[src/rtl/riscv_pipe_pkg.sv]
// Shared pipeline types and constants for the memory stage.
// Latency: n/a (types and constants only).
// Backpressure: n/a.
// Contents: XLEN default, register-address width, memory-stage FSM states,
// word-alignment mask and an alignment helper.
package riscv_pipe_pkg;

    localparam int XLEN_DEFAULT = 32;
    localparam int REG_ADDR_W   = 5;

    typedef enum logic {
        IDLE = 1'b0,
        BUSY = 1'b1
    } mem_state_t;

    // Low address bits that must be zero for a word access.
    localparam logic [1:0] ALIGN_MASK = 2'b11;

    function automatic logic is_word_aligned(input logic [1:0] addr_lo);
        return (addr_lo & ALIGN_MASK) == 2'b00;
    endfunction

endpackage

[src/rtl/mem_timeout_counter.sv]
// Counts BUSY cycles without a memory response; flags the last permitted one.
// Latency: tc_o is combinational from the registered count.
// Backpressure: none; clr_i takes priority over en_i.
// Ports: clock, reset_n (async active-low), clr_i (zero the count),
//        en_i (increment), tc_o (count == TIMEOUT_CYCLES-1).
module mem_timeout_counter #(
    parameter int TIMEOUT_CYCLES = 16
) (
    input  logic clock,
    input  logic reset_n,
    input  logic clr_i,
    input  logic en_i,
    output logic tc_o
);

    localparam int CW = (TIMEOUT_CYCLES > 2) ? $clog2(TIMEOUT_CYCLES) : 1;
    localparam logic [CW-1:0] TC_VAL = CW'(TIMEOUT_CYCLES - 1);

    logic [CW-1:0] cnt_q;
    logic [CW-1:0] cnt_d;

    always_comb begin
        cnt_d = cnt_q;
        if (clr_i) begin
            cnt_d = '0;
        end else if (en_i) begin
            cnt_d = cnt_q + 1'b1;
        end
    end

    always_ff @(posedge clock or negedge reset_n) begin
        if (!reset_n) begin
            cnt_q <= '0;
        end else begin
            cnt_q <= cnt_d;
        end
    end

    assign tc_o = (cnt_q == TC_VAL);

endmodule

[src/rtl/mem_access_stage.sv]
// Memory stage: word loads/stores over a ready/valid bus, registered MEM/WB outputs.
// Latency: 1 cycle for ALU/misaligned ops; >=2 cycles for aligned memory ops.
// Backpressure: stall held high while a bus transfer is outstanding.
// Ports: EX/MEM inputs (alu_result_in, store_data_in, rd_in, memtoreg_in, we_in,
//        reg_en_in), stall to upstream, dmem_* bus, wb_* to MEM/WB, error pulses.
module mem_access_stage
    import riscv_pipe_pkg::*;
#(
    parameter int XLEN           = XLEN_DEFAULT,
    parameter int TIMEOUT_CYCLES = 16
) (
    input  logic                  clock,
    input  logic                  reset_n,
    input  logic [XLEN-1:0]       alu_result_in,
    input  logic [XLEN-1:0]       store_data_in,
    input  logic [REG_ADDR_W-1:0] rd_in,
    input  logic                  memtoreg_in,
    input  logic                  we_in,
    input  logic                  reg_en_in,
    output logic                  stall,
    output logic                  dmem_req,
    output logic                  dmem_we,
    output logic [XLEN-1:0]       dmem_addr,
    output logic [XLEN-1:0]       dmem_wdata,
    input  logic                  dmem_ready,
    input  logic [XLEN-1:0]       dmem_rdata,
    output logic [XLEN-1:0]       wb_result,
    output logic [REG_ADDR_W-1:0] wb_rd,
    output logic                  wb_reg_en,
    output logic                  wb_valid,
    output logic                  misalign_err,
    output logic                  bus_err
);

    mem_state_t            state_q, state_d;
    logic                  req_q, req_d;
    logic                  we_q, we_d;
    logic [XLEN-1:0]       addr_q, addr_d;
    logic [XLEN-1:0]       wdata_q, wdata_d;
    logic [REG_ADDR_W-1:0] rd_q, rd_d;
    logic                  reg_en_q, reg_en_d;
    logic                  load_q, load_d;
    logic [XLEN-1:0]       wb_result_q, wb_result_d;
    logic [REG_ADDR_W-1:0] wb_rd_q, wb_rd_d;
    logic                  wb_reg_en_q, wb_reg_en_d;
    logic                  wb_valid_q, wb_valid_d;
    logic                  misalign_q, misalign_d;
    logic                  bus_err_q, bus_err_d;

    logic mem_op;
    logic aligned;
    logic timeout_hit;
    logic cnt_clr;
    logic cnt_en;
    logic stall_raw;

    assign mem_op  = memtoreg_in | we_in;
    assign aligned = is_word_aligned(alu_result_in[1:0]);

    mem_timeout_counter #(
        .TIMEOUT_CYCLES(TIMEOUT_CYCLES)
    ) u_timeout (
        .clock  (clock),
        .reset_n(reset_n),
        .clr_i  (cnt_clr),
        .en_i   (cnt_en),
        .tc_o   (timeout_hit)
    );

    always_comb begin
        state_d     = state_q;
        req_d       = req_q;
        we_d        = we_q;
        addr_d      = addr_q;
        wdata_d     = wdata_q;
        rd_d        = rd_q;
        reg_en_d    = reg_en_q;
        load_d      = load_q;
        wb_result_d = wb_result_q;
        wb_rd_d     = wb_rd_q;
        wb_reg_en_d = wb_reg_en_q;
        wb_valid_d  = wb_valid_q;
        misalign_d  = 1'b0;
        bus_err_d   = 1'b0;
        cnt_clr     = 1'b0;
        cnt_en      = 1'b0;
        stall_raw   = 1'b0;

        unique case (state_q)
            IDLE: begin
                if (!mem_op) begin
                    wb_result_d = alu_result_in;
                    wb_rd_d     = rd_in;
                    wb_reg_en_d = reg_en_in;
                    wb_valid_d  = 1'b1;
                end else if (!aligned) begin
                    // Retire without touching the bus; suppress the register write.
                    wb_result_d = alu_result_in;
                    wb_rd_d     = rd_in;
                    wb_reg_en_d = 1'b0;
                    wb_valid_d  = 1'b1;
                    misalign_d  = 1'b1;
                end else begin
                    stall_raw   = 1'b1;
                    state_d     = BUSY;
                    req_d       = 1'b1;
                    we_d        = we_in;
                    addr_d      = alu_result_in;
                    wdata_d     = store_data_in;
                    rd_d        = rd_in;
                    reg_en_d    = reg_en_in;
                    // Load+store together is resolved as a store.
                    load_d      = memtoreg_in & ~we_in;
                    wb_valid_d  = 1'b0;
                    wb_reg_en_d = 1'b0;
                    cnt_clr     = 1'b1;
                end
            end
            BUSY: begin
                // Release upstream in the completing cycle so the next op lands next edge.
                stall_raw = ~dmem_ready & ~timeout_hit;
                if (dmem_ready) begin
                    state_d    = IDLE;
                    req_d      = 1'b0;
                    wb_valid_d = 1'b1;
                    wb_rd_d    = rd_q;
                    if (load_q) begin
                        wb_result_d = dmem_rdata;
                        wb_reg_en_d = reg_en_q;
                    end else begin
                        wb_result_d = addr_q;
                        wb_reg_en_d = 1'b0;
                    end
                end else if (timeout_hit) begin
                    state_d     = IDLE;
                    req_d       = 1'b0;
                    wb_valid_d  = 1'b1;
                    wb_rd_d     = rd_q;
                    wb_result_d = addr_q;
                    wb_reg_en_d = 1'b0;
                    bus_err_d   = 1'b1;
                end else begin
                    cnt_en = 1'b1;
                end
            end
            default: begin
                state_d = IDLE;
                req_d   = 1'b0;
            end
        endcase
    end

    always_ff @(posedge clock or negedge reset_n) begin
        if (!reset_n) begin
            state_q     <= IDLE;
            req_q       <= 1'b0;
            we_q        <= 1'b0;
            addr_q      <= '0;
            wdata_q     <= '0;
            rd_q        <= '0;
            reg_en_q    <= 1'b0;
            load_q      <= 1'b0;
            wb_result_q <= '0;
            wb_rd_q     <= '0;
            wb_reg_en_q <= 1'b0;
            wb_valid_q  <= 1'b0;
            misalign_q  <= 1'b0;
            bus_err_q   <= 1'b0;
        end else begin
            state_q     <= state_d;
            req_q       <= req_d;
            we_q        <= we_d;
            addr_q      <= addr_d;
            wdata_q     <= wdata_d;
            rd_q        <= rd_d;
            reg_en_q    <= reg_en_d;
            load_q      <= load_d;
            wb_result_q <= wb_result_d;
            wb_rd_q     <= wb_rd_d;
            wb_reg_en_q <= wb_reg_en_d;
            wb_valid_q  <= wb_valid_d;
            misalign_q  <= misalign_d;
            bus_err_q   <= bus_err_d;
        end
    end

    // stall is combinational from the EX/MEM inputs, so force it low while in reset.
    assign stall        = stall_raw & reset_n;
    assign dmem_req     = req_q;
    assign dmem_we      = we_q;
    assign dmem_addr    = addr_q;
    assign dmem_wdata   = wdata_q;
    assign wb_result    = wb_result_q;
    assign wb_rd        = wb_rd_q;
    assign wb_reg_en    = wb_reg_en_q;
    assign wb_valid     = wb_valid_q;
    assign misalign_err = misalign_q;
    assign bus_err      = bus_err_q;

endmodule
[config.mk]
export PLATFORM = sky130hd
export DESIGN_NAME = mem_access_stage
export DESIGN_NICKNAME = d
export VERILOG_FILES = /design/src/rtl/riscv_pipe_pkg.sv /design/src/rtl/mem_timeout_counter.sv /design/src/rtl/mem_access_stage.sv
export SDC_FILE = /design/constraint.sdc
export NUM_CORES = 1
export LEC_CHECK = 0
export BUFFER_PORTS_ARGS = -buffer_cell sky130_fd_sc_hd__buf_2
export CAP_MARGIN = 20
export CORE_ASPECT_RATIO = 1.2
export CORE_MARGIN = 2
export CORE_UTILIZATION = 40
export CTS_CLUSTER_DIAMETER = 120
export DETAILED_ROUTE_END_ITERATION = 8
export GPL_ROUTABILITY_DRIVEN = 0
export PLACE_DENSITY_LB_ADDON = 0.08
export SETUP_SLACK_MARGIN = 0.4
export SYNTH_ARGS = -nofsm -noshare
export SYNTH_HDL_FRONTEND = slang
export SYNTH_HIERARCHICAL = 1
export SYNTH_SLANG_ARGS = --single-unit
[constraint.sdc]
create_clock -name clock -period 4.4 [get_ports clock]
set_input_delay 0.88 -clock clock [delete_from_list [all_inputs] [get_ports clock]]
set_output_delay 0.88 -clock clock [all_outputs]
set_load 0.05 [all_outputs]
# Word-level counts from Yosys, hierarchy flattened

Index checks and enable logic that the tools add are counted.

Eq/ne operators: 5
Multiplexer cells: 40
Reduce and logical (&&, ||, !) cells: 5
Bitwise gates (word level): 8
$add $sub $neg: 1

Operators by type and width:

| operator            | number |
|---|---|
| $mux 32             | 5 |
| $pmux 32 s2         | 1 |
| $mux 1              | 22 |
| $mux 5              | 4 |
| $pmux 1 s2          | 5 |
| $pmux 5 s2          | 1 |
| $mux 4              | 2 |
| $reduce_and 3->1    | 2 |
| $add 4x1->4 const B | 1 |
| $eq 4x4->1 const B  | 1 |
| $ne 2x2->1 const B  | 2 |
| $not 1->1           | 4 |
| $and 1x1->1         | 3 |
| $ne 3x2->1 const B  | 1 |
| $ne 3x3->1 const B  | 1 |
| $logic_not 2->1     | 1 |
| $reduce_and 2->1    | 1 |
| $reduce_bool 2->1   | 1 |
| $or 1x1->1          | 1 |

Register bits after elaboration: 119
Logic and storage cells: 74
Input port bits: 107
Output and inout port bits: 108

# Logic depth before layout (Yosys ltp)

Depth in word-level cells: 6
Gate-level depth with buffers: 9
Mapped depth without buffers: 6

# Cells and area by module

The synthesis kept the hierarchy.

Modules (own cells, without submodules):

| module              | times used | cells each | sequential area each (um2) | area each (um2) |
|---|---|---|---|---|
| mem_access_stage    | 1          | 417        | 2877.8                     | 5248.8 |
| mem_timeout_counter | 1          | 17         | 100.1                      | 198.9 |

# Least setup slack after synthesis

Ideal clock, no wire load.

Kind: input-to-output
From: input port dmem_ready
To: output port stall
Path buffers: 2
Stages on the path: 6
Arrival time: 2.417 ns
Slack: 1.103 ns
Data required time: 3.520 ns
Cells stage by stage: or3b_1 buf_2 inv_2 a21oi_2 buf_6 nor2b_1

Longest elaborated chain between the ends: 4

Ends and longest elaborated chain:

| element            | line                    | RTL |
|---|---|---|
| start: declaration | mem_access_stage.sv:25  | `input logic dmem_ready,` |
| $not 1->1          | mem_access_stage.sv:121 | `stall_raw = ~dmem_ready & ~timeout_hit;` |
| $and 1x1->1        | mem_access_stage.sv:121 |  |
| $pmux 1 s2         | mem_access_stage.sv:89  | `unique case (state_q)` |
| $and 1x1->1        | mem_access_stage.sv:188 | `assign stall = stall_raw & reset_n;` |
| end: declaration   | mem_access_stage.sv:20  | `output logic stall,` |

No other way between the ends.

# Final worst setup path

From: register u_timeout.cnt_q[0]
To: output port stall

Longest elaborated chain between the ends: 5

Ends and longest elaborated chain:

| element                  | line                      | RTL |
|---|---|---|
| start: declaration       | mem_timeout_counter.sv:19 | `logic [CW-1:0] cnt_q;` |
| start signal: assignment | mem_timeout_counter.sv:35 | `cnt_q <= cnt_d;` |
| $eq 4x4->1               | mem_timeout_counter.sv:39 | `assign tc_o = (cnt_q == TC_VAL);` |
| named net timeout_hit    | mem_access_stage.sv:52    | `logic timeout_hit;` |
| $not 1->1                | mem_access_stage.sv:121   |  |
| $and 1x1->1              | mem_access_stage.sv:121   |  |
| $pmux 1 s2               | mem_access_stage.sv:89    |  |
| $and 1x1->1              | mem_access_stage.sv:188   |  |

The timed path passes the listed nets, and every way through them passes these cells.

==> results.txt <==
setup TNS: 0 ns
CTS Buf Count: 17
synth cell count leaders: 119 x dfrtp_1, 51 x mux2_2, 34 x inv_1
Post-Synth Adder-Cell Area: 0.230%
R2R depth: 5
Crit. End Element: primary output
setup slack, reg-to-reg: 1.96 ns
Final Util: 54.5%
Post-Synthesis Cells: 434
critical path's slowest cell: dfrtp_1
Layout Nets: 750
Post-Syn Area per Cell: 12.6 sq um
data arrival time of the critical path: 2.24 ns
end point of the critical path: stall
FFs w/ async S/R, synth: 100%
Worst VDD drop: 0.283 mV
Worst Setup SP: u_timeout/cnt_q[0]
Gate power share: 36.3%
Synth Area in Simple Gates: 5.88%
DP Cell Count: 791
Fmax achieved: 321 MHz
TritonCTS clock tree: built
top-level I/O count: 215
Die Height: 132 microns
EDFF count, synth: 0
largest net degree at the start of global routing: 76
H-tree Lvls: 4
RSZ-0062 raised after global routing: false
Yosys cell types: 35
area leader, netlist: dfrtp_1
initial drt markers: 248
post-synth top area share: 54.7%
fin crit share: 70.8%
crit path kind: flip-flop to primary output
worst r2r src: state_q
Power Dens Cells: 620 nW/um^2
Required @ worst endpoint: 3.52 ns
first-pass GRT wire length: 25.4 mm
Die X: 111 microns
root buf cell: clkbuf_16
area of the core: 13,200 sq um
Main synth FF type: dfrtp_1
Final min period: 3.12 ns
Hold WC Path Type: input pin to asynchronous set/reset pin
Reg power frac: 33.3%
Worst-Skew Late Latency: 0.41 ns
Worst path max stage delay: 0.41 ns
fin cells: 824
worst rel slew slack: 50.1%
initial antenna violation count: 1
Synth area leaders: dfrtp_1 55%, mux2_2 11%, mux2_4 8.0%, o32ai_1 4.5%, a211oi_1 4.4%
Seq/Total Area, Yosys: 54.7%
vias in the first global route: 4,732
Area growth, synth to finish: 32.3%
clock skew: 0.00885 ns
share of layout cells above drive strength 1: 52.2%
cell area after synthesis: 5450 sq um
Wirelength per Cell: 18.9 microns
Place WS: 1.50 ns
DR vias: 4,374
post-synthesis mux area share: 18.7%
Leak: 3.59 nW
final hold vios: 0
Critical Path, Cell by Cell: ha_1, and3_1, or3b_1, inv_2, a21oi_4, nor2b_1, buf_2
internal power: 2.67 mW
Initial Util: 41.2%
largest family of logic cells by synthesized area: multiplexers
switching part of the total: 40.3%
Die Area: 14,600 sq um
# DRC: 0
Post-DP HPWL: 10.1 mm
final WL: 15.6 mm
clock buffer depth: 2
Slew @ Worst Pin: 0.749 ns
outcome: completed
Clock power frac: 30.4%
Resize count post-CTS: 0
Global Route Usage Sum: 21.8%
via/cell ratio: 5.31
area fraction in compound gates after synthesis: 13.9%
r2r endpoint: dmem_addr[19]
first-pass detailed-route iteration total: 4
Synth Area in XOR/XNOR: 0.161%
most numerous cell in the Yosys netlist: dfrtp_1
Hold Buf Count CTS: 0
syn_nets: 542
Worst setup SP type: flip-flop
final worst slack: 1.28 ns
Remaining Overflow, GRT: 0
Crit Path Max Fanout: 7
sinks on the clock net: 119
endpoints failing setup: 0
setup bufs post-CTS: 0
row count: 46
synthesized flop and latch total: 119
CTS clk-pin slew, worst paths: 0.06 ns
number of max-cap violations: 0
Routed Antenna Nets: 0
P_sw: 1.80 mW
Pins Over Slew Limit: 0
Synth warnings: 6
IO buf count: 214
power by group through the flow:
stage               logic, mW  registers (mW)  clock network [mW]
finish                   1.63            1.49                1.36
global route             1.71            1.52                1.44
CTS                      1.64            1.49                1.39
detailed placement       1.64            1.50                   0
global placement         1.62            1.50                   0
floorplan               0.440            2.26                   0
metal layers:
layer / wire length [microns] / up-vias / GRT usage (%)
met5: 0 / - / 0
met4: 253 / 0 / 7.78
met2: 7910 / 147 / 36.7
met3: 809 / 19 / 4.92
met1: 6620 / 2198 / 27.6
li1: - / 2010 / -
cell type report:
type                       count  area, sq um
clock buffer                  22          464
clock inverter                10          123
multi-input combinational    243         2130
antenna                        1         2.50
inverter                      36          135
sequential                   119         2980
fill                        1239         6030
timing repair buffer         225         1170
tap                          168          210
layout by cell type (no fill, tap or decap), types with 2 or more instances in the layout:
master | synthesis | layout
a211oi_1 | 32 | 32
a21oi_1 | 5 | 5
and3_1 | 33 | 33
buf_2 | 6 | 213
buf_4 | 2 | 11
bufinv_16 | 0 | 2
clkbuf_1 | 19 | 3
clkbuf_16 | 0 | 17
clkbuf_8 | 0 | 2
clkinv_4 | 0 | 4
clkinvlp_4 | 0 | 3
dfrtp_1 | 119 | 119
inv_1 | 34 | 34
mux2_2 | 51 | 51
mux2_4 | 29 | 29
nand4_1 | 2 | 2
nor2_1 | 7 | 7
nor2b_1 | 4 | 4
o21ai_0 | 33 | 33
o22ai_1 | 2 | 2
o32ai_1 | 28 | 28
o32ai_2 | 2 | 2
per-stage QoR:
stage | power [mW] | cell area, sq um | hold WS (ns)
after global placement | 3.11 | 6620 | 0.481
after global routing | 4.68 | 7210 | 0.389
after detailed placement | 3.14 | 6620 | 0.490
after CTS | 4.52 | 7210 | 0.371
after floorplan | 2.70 | 5450 | 0.475
final | 4.47 | 7210 | 0.375
worst min path at each step:
stage	start	endpoint	slack [ns]	depth (start not counted)
after CTS	reset_n	dmem_wdata[14]	0.37	1
final	reset_n	dmem_wdata[14]	0.38	1
after floorplan	rd_q[4]	rd_q[4]	0.47	1
after global routing	reset_n	dmem_wdata[14]	0.39	1
after global placement	wb_valid	wb_valid	0.48	2
after detailed placement	dmem_wdata[26]	dmem_wdata[26]	0.49	1
state kept, by name (all words and copies together), names as in the netlist, 4 cells and up:
register and count:
dmem_wdata 32, u_timeout/cnt_q 4, dmem_addr 32, wb_result 32, rd_q 5, wb_rd 5
worst max-delay path: cells and delay by family (launching register included):
family	cells	cell delay, ns
AOI/OAI and AO/OA	1	0.06
and+or+nand+nor	3	0.69
DFF	1	0.41
buffers and inverters	2	0.44
adders and majority gates	1	0.24
logic make-up (layout without fill, tap and decap cells):
family / Yosys count / after routing
muxes: 81 / 81
DFF: 119 / 119
and+or+nand+nor: 54 / 54
xor gates and xnor gates: 1 / 1
AOI/OAI and AO/OA: 106 / 106
other: 0 / 1
adders and majority gates: 1 / 1
buffers and inverters: 72 / 293
Note: power is estimated with default switching activity, not from simulation.
